[src/rtl/xor_cipher_pkg.sv]
// Shared constants for the serial XOR cipher blocks (encrypt and decrypt sides).
// State encoding is kept as plain constants so legacy code can compare against it.
package xor_cipher_pkg;

   localparam int unsigned MSG_SIZE_DEFAULT = 512;

   function automatic int unsigned cnt_width(input int unsigned n);
      return $clog2(n) + 1;
   endfunction

   localparam int unsigned CNT_W_DEFAULT = cnt_width(MSG_SIZE_DEFAULT);

   localparam logic [1:0] ST_LOAD = 2'd0;
   localparam logic [1:0] ST_XOR  = 2'd1;
   localparam logic [1:0] ST_SEND = 2'd2;
   localparam logic [1:0] ST_DONE = 2'd3;

endpackage

[src/rtl/xor_serial_loader.sv]
// MSB-first serial-to-parallel loader: shift-left register with a counter
// that saturates at WIDTH, after which further bits are dropped.
module xor_serial_loader
   import xor_cipher_pkg::*;
#(
   parameter int unsigned WIDTH = MSG_SIZE_DEFAULT,
   parameter int unsigned CW    = cnt_width(WIDTH)
) (
   input  logic             iClk,
   input  logic             iRst,
   input  logic             en,
   input  logic             clear,
   input  logic             bit_in,
   input  logic             valid,
   output logic [WIDTH-1:0] data,
   output logic [CW-1:0]    count,
   output logic             full
);

   assign full = (count == CW'(WIDTH));

   always_ff @(posedge iClk or negedge iRst) begin
      if (!iRst) begin
         data  <= '0;
         count <= '0;
      end else if (clear) begin
         data  <= '0;
         count <= '0;
      end else if (en && valid && !full) begin
         data  <= {data[WIDTH-2:0], bit_in};
         count <= count + 1'b1;
      end
   end

endmodule

[src/rtl/xor_decrypt_serial.sv]
// Serial XOR decryptor: loads cipher and key streams, XORs them in one cycle,
// then streams the plaintext out MSB first under a valid/ready handshake.
module xor_decrypt_serial
   import xor_cipher_pkg::*;
#(
   parameter int unsigned MSG_SIZE = MSG_SIZE_DEFAULT
) (
   input  logic                     iClk,
   input  logic                     iRst,
   input  logic                     iCipher_bit,
   input  logic                     iCipher_valid,
   input  logic                     iKey_bit,
   input  logic                     iKey_valid,
   input  logic                     iReady,
   input  logic                     iClear,
   output logic                     oPlain_bit,
   output logic                     oPlain_valid,
   output logic [$clog2(MSG_SIZE):0] oCipher_count,
   output logic [$clog2(MSG_SIZE):0] oKey_count,
   output logic                     oBusy,
   output logic                     oDecrypt_done
);

   localparam int unsigned CW = cnt_width(MSG_SIZE);
   localparam int unsigned IW = $clog2(MSG_SIZE);
   localparam logic [IW-1:0] LAST_IDX = IW'(MSG_SIZE - 1);

   logic [1:0]          state;
   logic [MSG_SIZE-1:0] cipher;
   logic [MSG_SIZE-1:0] key;
   logic [MSG_SIZE-1:0] plain;
   logic [IW-1:0]       idx;
   logic                cipher_full;
   logic                key_full;
   logic                in_load;
   logic                restart;

   assign in_load = (state == ST_LOAD);
   assign restart = (state == ST_DONE) && iClear;

   xor_serial_loader #(.WIDTH(MSG_SIZE), .CW(CW)) u_cipher (
      .iClk   (iClk),
      .iRst   (iRst),
      .en     (in_load),
      .clear  (restart),
      .bit_in (iCipher_bit),
      .valid  (iCipher_valid),
      .data   (cipher),
      .count  (oCipher_count),
      .full   (cipher_full)
   );

   xor_serial_loader #(.WIDTH(MSG_SIZE), .CW(CW)) u_key (
      .iClk   (iClk),
      .iRst   (iRst),
      .en     (in_load),
      .clear  (restart),
      .bit_in (iKey_bit),
      .valid  (iKey_valid),
      .data   (key),
      .count  (oKey_count),
      .full   (key_full)
   );

   always_ff @(posedge iClk or negedge iRst) begin
      if (!iRst) begin
         state <= ST_LOAD;
         plain <= '0;
         idx   <= '0;
      end else begin
         case (state)
            ST_LOAD: if (cipher_full && key_full) state <= ST_XOR;
            ST_XOR: begin
               plain <= cipher ^ key;
               idx   <= '0;
               state <= ST_SEND;
            end
            ST_SEND: if (iReady) begin
               if (idx == LAST_IDX) state <= ST_DONE;
               else                 idx   <= idx + 1'b1;
            end
            ST_DONE: if (iClear) begin
               plain <= '0;
               idx   <= '0;
               state <= ST_LOAD;
            end
            default: state <= ST_LOAD;
         endcase
      end
   end

   // Output bit is a pure function of state so it stays stable while stalled.
   always_comb begin
      oPlain_valid  = (state == ST_SEND);
      oPlain_bit    = oPlain_valid ? plain[LAST_IDX - idx] : 1'b0;
      oBusy         = (state == ST_XOR) || (state == ST_SEND);
      oDecrypt_done = (state == ST_DONE);
   end

endmodule

[config.mk]
export PLATFORM = sky130hd
export DESIGN_NAME = xor_decrypt_serial
export DESIGN_NICKNAME = d
export VERILOG_FILES = /design/src/rtl/xor_cipher_pkg.sv /design/src/rtl/xor_serial_loader.sv /design/src/rtl/xor_decrypt_serial.sv
export SDC_FILE = /design/constraint.sdc
export NUM_CORES = 2
export LEC_CHECK = 0
export ABC_CLOCK_PERIOD_IN_PS = 3400
export BUFFER_PORTS_ARGS = -buffer_cell sky130_fd_sc_hd__buf_2
export CELL_PAD_IN_SITES_DETAIL_PLACEMENT = 0
export CELL_PAD_IN_SITES_GLOBAL_PLACEMENT = 1
export CORE_MARGIN = 2
export CORE_UTILIZATION = 35
export CTS_CLUSTER_DIAMETER = 150
export DETAILED_ROUTE_END_ITERATION = 12
export PLACE_DENSITY = 0.58
export SLEW_MARGIN = 10
export SYNTH_ARGS = -nofsm -noshare
export SYNTH_HDL_FRONTEND = slang
export SYNTH_HIERARCHICAL = 1
export SYNTH_SLANG_ARGS = --single-unit
[constraint.sdc]
create_clock -name iClk -period 3.4 [get_ports iClk]
set_clock_uncertainty 0.1 [all_clocks]
set_input_delay 0.17 -clock iClk [delete_from_list [all_inputs] [get_ports iClk]]
set_output_delay 0.17 -clock iClk [all_outputs]
set_load 0.005 [all_outputs]
[Word-level counts from Yosys, hierarchy flattened]
Index checks and enable logic that the tools add are counted.
Widths: inputs -> output; s select.
Storage, ports and cells
  word-level logic and storage cells: 63
  output and inout port bits: 24
  bits in registers: 1567
Operators by class
  bitwise logic cells: 1
  $add $sub $neg: 4
  equal/unequal tests: 11
  reductions and logical operators: 17
  order comparisons: 1
  multiplexer cells: 22
Operators by type and width (number)
  $mux 512: 5
  $pmux 512 s2: 1
  $xor 512x512->512: 1
  $mux 10: 4
  $mux 9: 3
  $pmux 9 s3: 1
  $add 10x1->10 const B: 2
  $eq 10x10->1 const B: 2
  $lt 9x10->1 const B: 1
  $add 9x1->9 const B: 1
  $bmux 1 s9: 1
  $eq 9x9->1 const B: 1
  $sub 9x9->9 const A: 1
  $mux 2: 4
  $ne 2x2->1 const B: 4
  $pmux 2 s4: 1
  $reduce_and 4->1: 2
  $logic_and 1x1->1: 6
  $reduce_bool 2->1: 3
  $eq 2x2->1 const B: 2
  $reduce_bool 3->1: 1
  $eq 2x1->1 const B: 1
  $logic_not 1->1: 2
  $logic_not 2->1: 1
  other kinds (4): 5

[Longest topological paths before layout]
  word-level depth: 5
  depth in mapped cells: 12
  mapped depth without buffers: 11

[Cells and area by module]
The synthesis kept the hierarchy.
Modules (own cells, without submodules)
  xor_serial_loader: times used 2, cells each 2276, area an instance 20607.3 sq um, seq. area each 13062.5 sq um
  xor_decrypt_serial: times used 1, cells each 2657, area an instance 27368.7 sq um, seq. area each 13087.6 sq um

[Worst setup path before layout]
No wires, ideal clock.
  path kind: flip-flop to flip-flop
  start point: register idx[2]
  end point: register idx[5]
  setup time: 0.144 ns
  slack: 0.547 ns
  arrival: 2.610 ns
  buffers on the path: 3
  cell stages (with the launch flop): 13
  path through: dfrtp_1 > buf_2 > buf_1 > clkbuf_1 > nand3_1 > nor2_1 > ha_1 > nand2b_1 > a211oi_1 > and3_1 > nand3_1 > xnor2_1 > nor2_1
Between the ends
  longest elaborated chain between the ends: 4
  elaborated cells between the ends (all ways): 7
Ends and longest elaborated chain
  start: declaration: RTL line xor_decrypt_serial.sv:32  | logic [IW-1:0] idx;
  start signal: assignment: RTL line xor_decrypt_serial.sv:80  | else idx <= idx + 1'b1;
  $add 9x1->9: RTL line xor_decrypt_serial.sv:80
  $mux 9: RTL line xor_decrypt_serial.sv:79  | if (idx == LAST_IDX) state <= ST_DONE;
  $mux 9: RTL line xor_decrypt_serial.sv:78  | ST_SEND: if (iReady) begin
  $pmux 9 s3: RTL line xor_decrypt_serial.sv:71  | case (state)
Parallel ways exist; a longest one is shown, timed or not. The select of a mux whose other input is x is not followed.
A chain may end at the register's enable or synchronous reset.

[Worst setup path after layout]
  start point: register idx[0]
  end point: output port oPlain_bit
Between the ends
  longest elaborated chain between the ends: 4
Ends and longest elaborated chain
  $sub 9x9->9: RTL line xor_decrypt_serial.sv:95  | oPlain_bit = oPlain_valid ? plain[LAST_IDX - idx] : 1'b0;
  $bmux 1 s9: RTL line xor_decrypt_serial.sv:95
  $mux 1 (implied by the code): RTL line xor_decrypt_serial.sv:95
  $mux 1: RTL line xor_decrypt_serial.sv:95
  end: declaration: RTL line xor_decrypt_serial.sv:16  | output logic oPlain_bit,
Every way passes these cells. The select of a mux whose other input is x is not followed.

==> results by group <==
Global route
  • Most Used Layer, Global Route: met2
  • Number of antenna violations at the first check in global routing: 2
  • Global-route congestion overflow total: 0
  • Global-route wire length before repair: 307,000 um
  • Met3 routing resource usage after global routing: 2.68%
  • Via count of the first global-routing pass: about 51,000
  • Grt met1 use: 27.6%
  • M2 GR Usage: 31.2%
  • Maximum number of pins on one net before global-route repair: 205
  • Global routing usage summed across all routing layers: 19.3%

Routing
  • Number of nets still failing antenna checks after routing: 0
  • Wire length after detailed routing: around 190,000 um
  • Residual DRC count: 0
  • Routed length per placed instance: 19.2 um
  • Detailed-route via count: approximately 50,000
  • Count of TritonRoute iterations in the first routing pass: 5
  • Vias/cell: 4.99
  • Detailed router's first-iteration violation count: 3,401

Synthesis
  • Yosys warnings: 6
  • Post-synthesis register bit count: between 1,500 and 2,000
  • Share of synthesized registers carrying an async set or reset: 100%
  • Leading post-synthesis cells by cell area: sky130_fd_sc_hd__dfrtp_1, sky130_fd_sc_hd__nand2_1, sky130_fd_sc_hd__a21oi_1
  • Number of synthesized flops with an enable pin: 0
  • Combined area of all synthesized cells: 0.0686 mm^2
  • Most frequently used flop master after synthesis: sky130_fd_sc_hd__dfrtp_1
  • Main combinational cell family by area after synthesis: simple AND/OR/NAND/NOR gates
  • Sequential cell area fraction in the yosys report: 57.2%
  • Syn_nets: 7,227
  • Mean cell area of the mapped netlist: 9.51 um^2
  • Multiplexer share of the synthesized area: 4.11%
  • Synth Area in Simple Gates: 15.5%
  • Yosys top cell area share: 57.2%
  • Adder-cell share of the synthesized area: 0.182%
  • Count of distinct cell types in the synthesized netlist: 58
  • Synth Instances: 7,209
  • Post-synth top area cell: sky130_fd_sc_hd__dfrtp_1
  • Fraction of the mapped netlist area in compound gates: 12.5%
  • Parity-gate share of the synthesized area counting xor and xnor cells: 6.77%

Floorplan
  • Number of rows created at floorplan: 162
  • Boundary pin count: 32
  • CORE AREA: 0.195 mm^2
  • Initial Util: between 30% and 40%
  • Die extent in y: 447 um
  • Die width: 447 um
  • Area of the die: 0.200 mm^2

STA
  • Number of setup violations in the final report: 1
  • Setup Total Neg Slack: -544 ps
  • Least-Margin Pin Slew: 1070 ps
  • Number of slew-limit violations in the final report: 0
  • Setup repair after global routing missed its margin: true
  • Headroom to the max-slew limit: roughly 29%
  • Highest Clock Rate: 254 MHz
  • Setup WS post-layout: -544 ps
  • Total count of hold-check failures in the final report: 0
  • Final period demand of the worst path: slightly below 4000 ps
  • Share of the cycle needed by the critical path after routing: 116%

Setup path
  • Highest cell delay on the worst timing path: 550 ps
  • Worst Path Max Fanout: 8
  • Crit path arrival time: roughly 3700 ps
  • Cell mode on critical path: sky130_fd_sc_hd__buf_4
  • CP cell instances: buf_12 -> buf_4 -> mux4_2 -> nor3_1 -> nor4_1 -> buf_4 -> nand2_1 -> a32oi_2 -> nand3_1 -> o221ai_4 -> buf_2
  • Kind of cell adding the most delay to the critical path: buffers and inverters
  • Crit. End Element: primary output
  • Data required time of the critical path: about 3100 ps
  • CP Launch Type: register
  • CP Class: register to primary output
  • Buf/Inv on CP: 4
  • Critical-path cell with the highest stage delay: sky130_fd_sc_hd__dfrtp_4

Cells and area
  • Multi-input gate area in the final layout: 0.0271 mm^2
  • Post-Layout Cell Count: 9,934
  • Proportion of layout cells with a drive suffix above 1: 10.0%
  • Final-stage net count: 7,185
  • Fill cell total of the finished layout: 19,400
  • Sequential standard cell area: between 0.03 and 0.04 mm^2
  • Area added between synthesis and finish: 15.5%

Clock network
  • CTS root buffer: sky130_fd_sc_hd__clkbuf_16
  • Clk slew on worst S/H paths: 50 ps
  • TritonCTS buffer count: between 150 and 200
  • CTS H-Tree Depth: 4
  • Maximum root-to-sink buffer count: 3
  • Clock sinks: ~1,600
  • Skew-Pair Late Insertion Delay: 820 ps
  • TritonCTS clock tree: yes

Placement
  • Port buffer count: 31
  • Cell count after placement: 9,581
  • DP HPWL: 115,000 um
  • Placer's final routability congestion estimate: 0.764
  • Pre-CTS setup slack: -293 ps

Hold path
  • Worst min path class: input port to asynchronous set/reset pin

Power
  • Power density cells: around 510 mW/mm^2
  • VDD IR max: 0.000378 V
  • Lkg Pwr: 0.0330 uW

Status
  • Outcome: finished, violations left
  • Failing checks: negative setup slack

Flow run
  • Max-cap check violation count: 0
stage by stage:
step	hold WS (ps)	power (uW)	area [um^2]	utilization [%]
finish	76.3	40600	79200	40.7
global placement	73.3	21100	72500	37.2
global route	114	42200	79200	40.7
detailed placement	73.1	21100	72500	37.2
CTS	101	41300	79200	40.7
floorplan	-226	20100	68600	-
area by class of cell:
class,instances,area share (%)
Tap cell,2624,4.14
Sequential cell,1567,49.5
Inverter,14,0.0663
Antenna cell,1,0.00316
Clock buffer,262,6.62
Multi-Input combinational cell,5114,34.2
Timing Repair Buffer,290,4.46
Clock inverter,62,1.01
placed cells by master (no fill, tap or decap), types with 7 or more instances in the layout:
cell / count
sky130_fd_sc_hd__a211oi_1: 8
sky130_fd_sc_hd__a21oi_1: 1040
sky130_fd_sc_hd__a22oi_1: 9
sky130_fd_sc_hd__buf_12: 96
sky130_fd_sc_hd__buf_16: 9
sky130_fd_sc_hd__buf_2: 30
sky130_fd_sc_hd__buf_4: 139
sky130_fd_sc_hd__bufinv_16: 13
sky130_fd_sc_hd__clkbuf_1: 39
sky130_fd_sc_hd__clkbuf_16: 180
sky130_fd_sc_hd__clkbuf_8: 43
sky130_fd_sc_hd__clkinv_2: 33
sky130_fd_sc_hd__dfrtp_1: 1563
sky130_fd_sc_hd__dlygate4sd3_1: 10
sky130_fd_sc_hd__ha_1: 10
sky130_fd_sc_hd__inv_1: 13
sky130_fd_sc_hd__mux2_2: 13
sky130_fd_sc_hd__mux2i_1: 41
sky130_fd_sc_hd__mux4_2: 100
sky130_fd_sc_hd__nand2_1: 2614
sky130_fd_sc_hd__nand2b_1: 7
sky130_fd_sc_hd__nand3_1: 25
sky130_fd_sc_hd__nand4_1: 18
sky130_fd_sc_hd__nor2_1: 33
sky130_fd_sc_hd__nor2b_1: 9
sky130_fd_sc_hd__nor3_1: 11
sky130_fd_sc_hd__o21ai_0: 522
sky130_fd_sc_hd__o221ai_1: 9
sky130_fd_sc_hd__o22ai_1: 15
sky130_fd_sc_hd__or3_1: 8
sky130_fd_sc_hd__xnor2_1: 518
sky130_fd_sc_hd__xor2_1: 12
worst paths after layout:
kind / startpoint / endpoint / slack (ps) / cells after the start
worst max-delay path: idx[0] / oPlain_bit / -540 / 11
worst min-delay path: iRst / u_key/data[7] / 80 / 3
worst min register to register: plain[132] / plain[132] / 370 / 2
max in group asynchronous: iRst / u_cipher/data[157] / 2370 / 3
min in group iClk: iCipher_valid / u_cipher/count[2] / 300 / 5
worst max register to register: state[0] / u_cipher/data[113] / 470 / 9
layer usage:
layer	vias up	wire length (um)
li1	23700	-
met1	25100	91000
met2	648	90400
met3	201	6390
met4	0	2900
met5	-	0
registers in the layout, indices dropped and copies added (netlist names):
register and cells:
u_key/data 512, plain 512, state 2, u_key/count 10
idx 9, u_cipher/count 10, u_cipher/data 512
worst register-to-register path, stage by stage (launching register included):
cell                      delay (ps)
sky130_fd_sc_hd__dfrtp_1         410
sky130_fd_sc_hd__inv_1           110
sky130_fd_sc_hd__ha_1            600
sky130_fd_sc_hd__nand2_1         290
sky130_fd_sc_hd__a41oi_4         270
sky130_fd_sc_hd__buf_12          240
sky130_fd_sc_hd__buf_12          260
sky130_fd_sc_hd__buf_4           320
sky130_fd_sc_hd__nand2_1         100
sky130_fd_sc_hd__a21oi_1         160
synthesized netlist by cell type, drive strengths merged, types with 2 or more instances:
cell type  count
a211oi        10
a21oi       1040
o22ai         18
a2111oi        7
a22oi         15
nand2b         8
clkbuf       310
a41oi          2
a31oi          5
o21ai        527
o22a           2
nor4b          3
a221oi         2
or3            8
and4           4
nor3          12
nor4           8
nand4         18
nor2          34
ha            10
xnor2        518
inv           14
o221ai        12
xor2          12
nor2b         10
nor4bb         2
nand2       2616
buf          204
and3           3
a22o           2
nand3         31
o31ai          4
mux2i         42
a41o           2
and2           6
mux2          13
mux4         100
dfrtp       1567
where the power goes:
group	total, uW	internal, uW	switching, uW
combinational	1670	469	1210
clock	19900	11700	8150
sequential	19100	18800	234
total	40600	31000	9590
kinds of logic (layout without fill, tap and decap cells):
family,after synthesis,count (layout)
other,0,1
AND/OR/NAND/NOR,2764,2764
multiplexers,155,155
adder cells (fa/ha/maj),10,10
AO/OA/AOI/OAI,1655,1655
buffers and inverters,528,628
flip-flops,1567,1567
XOR/XNOR,530,530
timing repair:
action / 4_1_cts / 5_1_grt
setup endpoints to repair: 1 / 1
buffers inserted: 16 / 0
cloned: 4 / 0
pin swaps: 26 / 6
hold buffers: 11 / 0
resized for setup: 62 / 3
endpoints found under the hold margin: 1170 / 0
(Power assumes the default switching activity.)
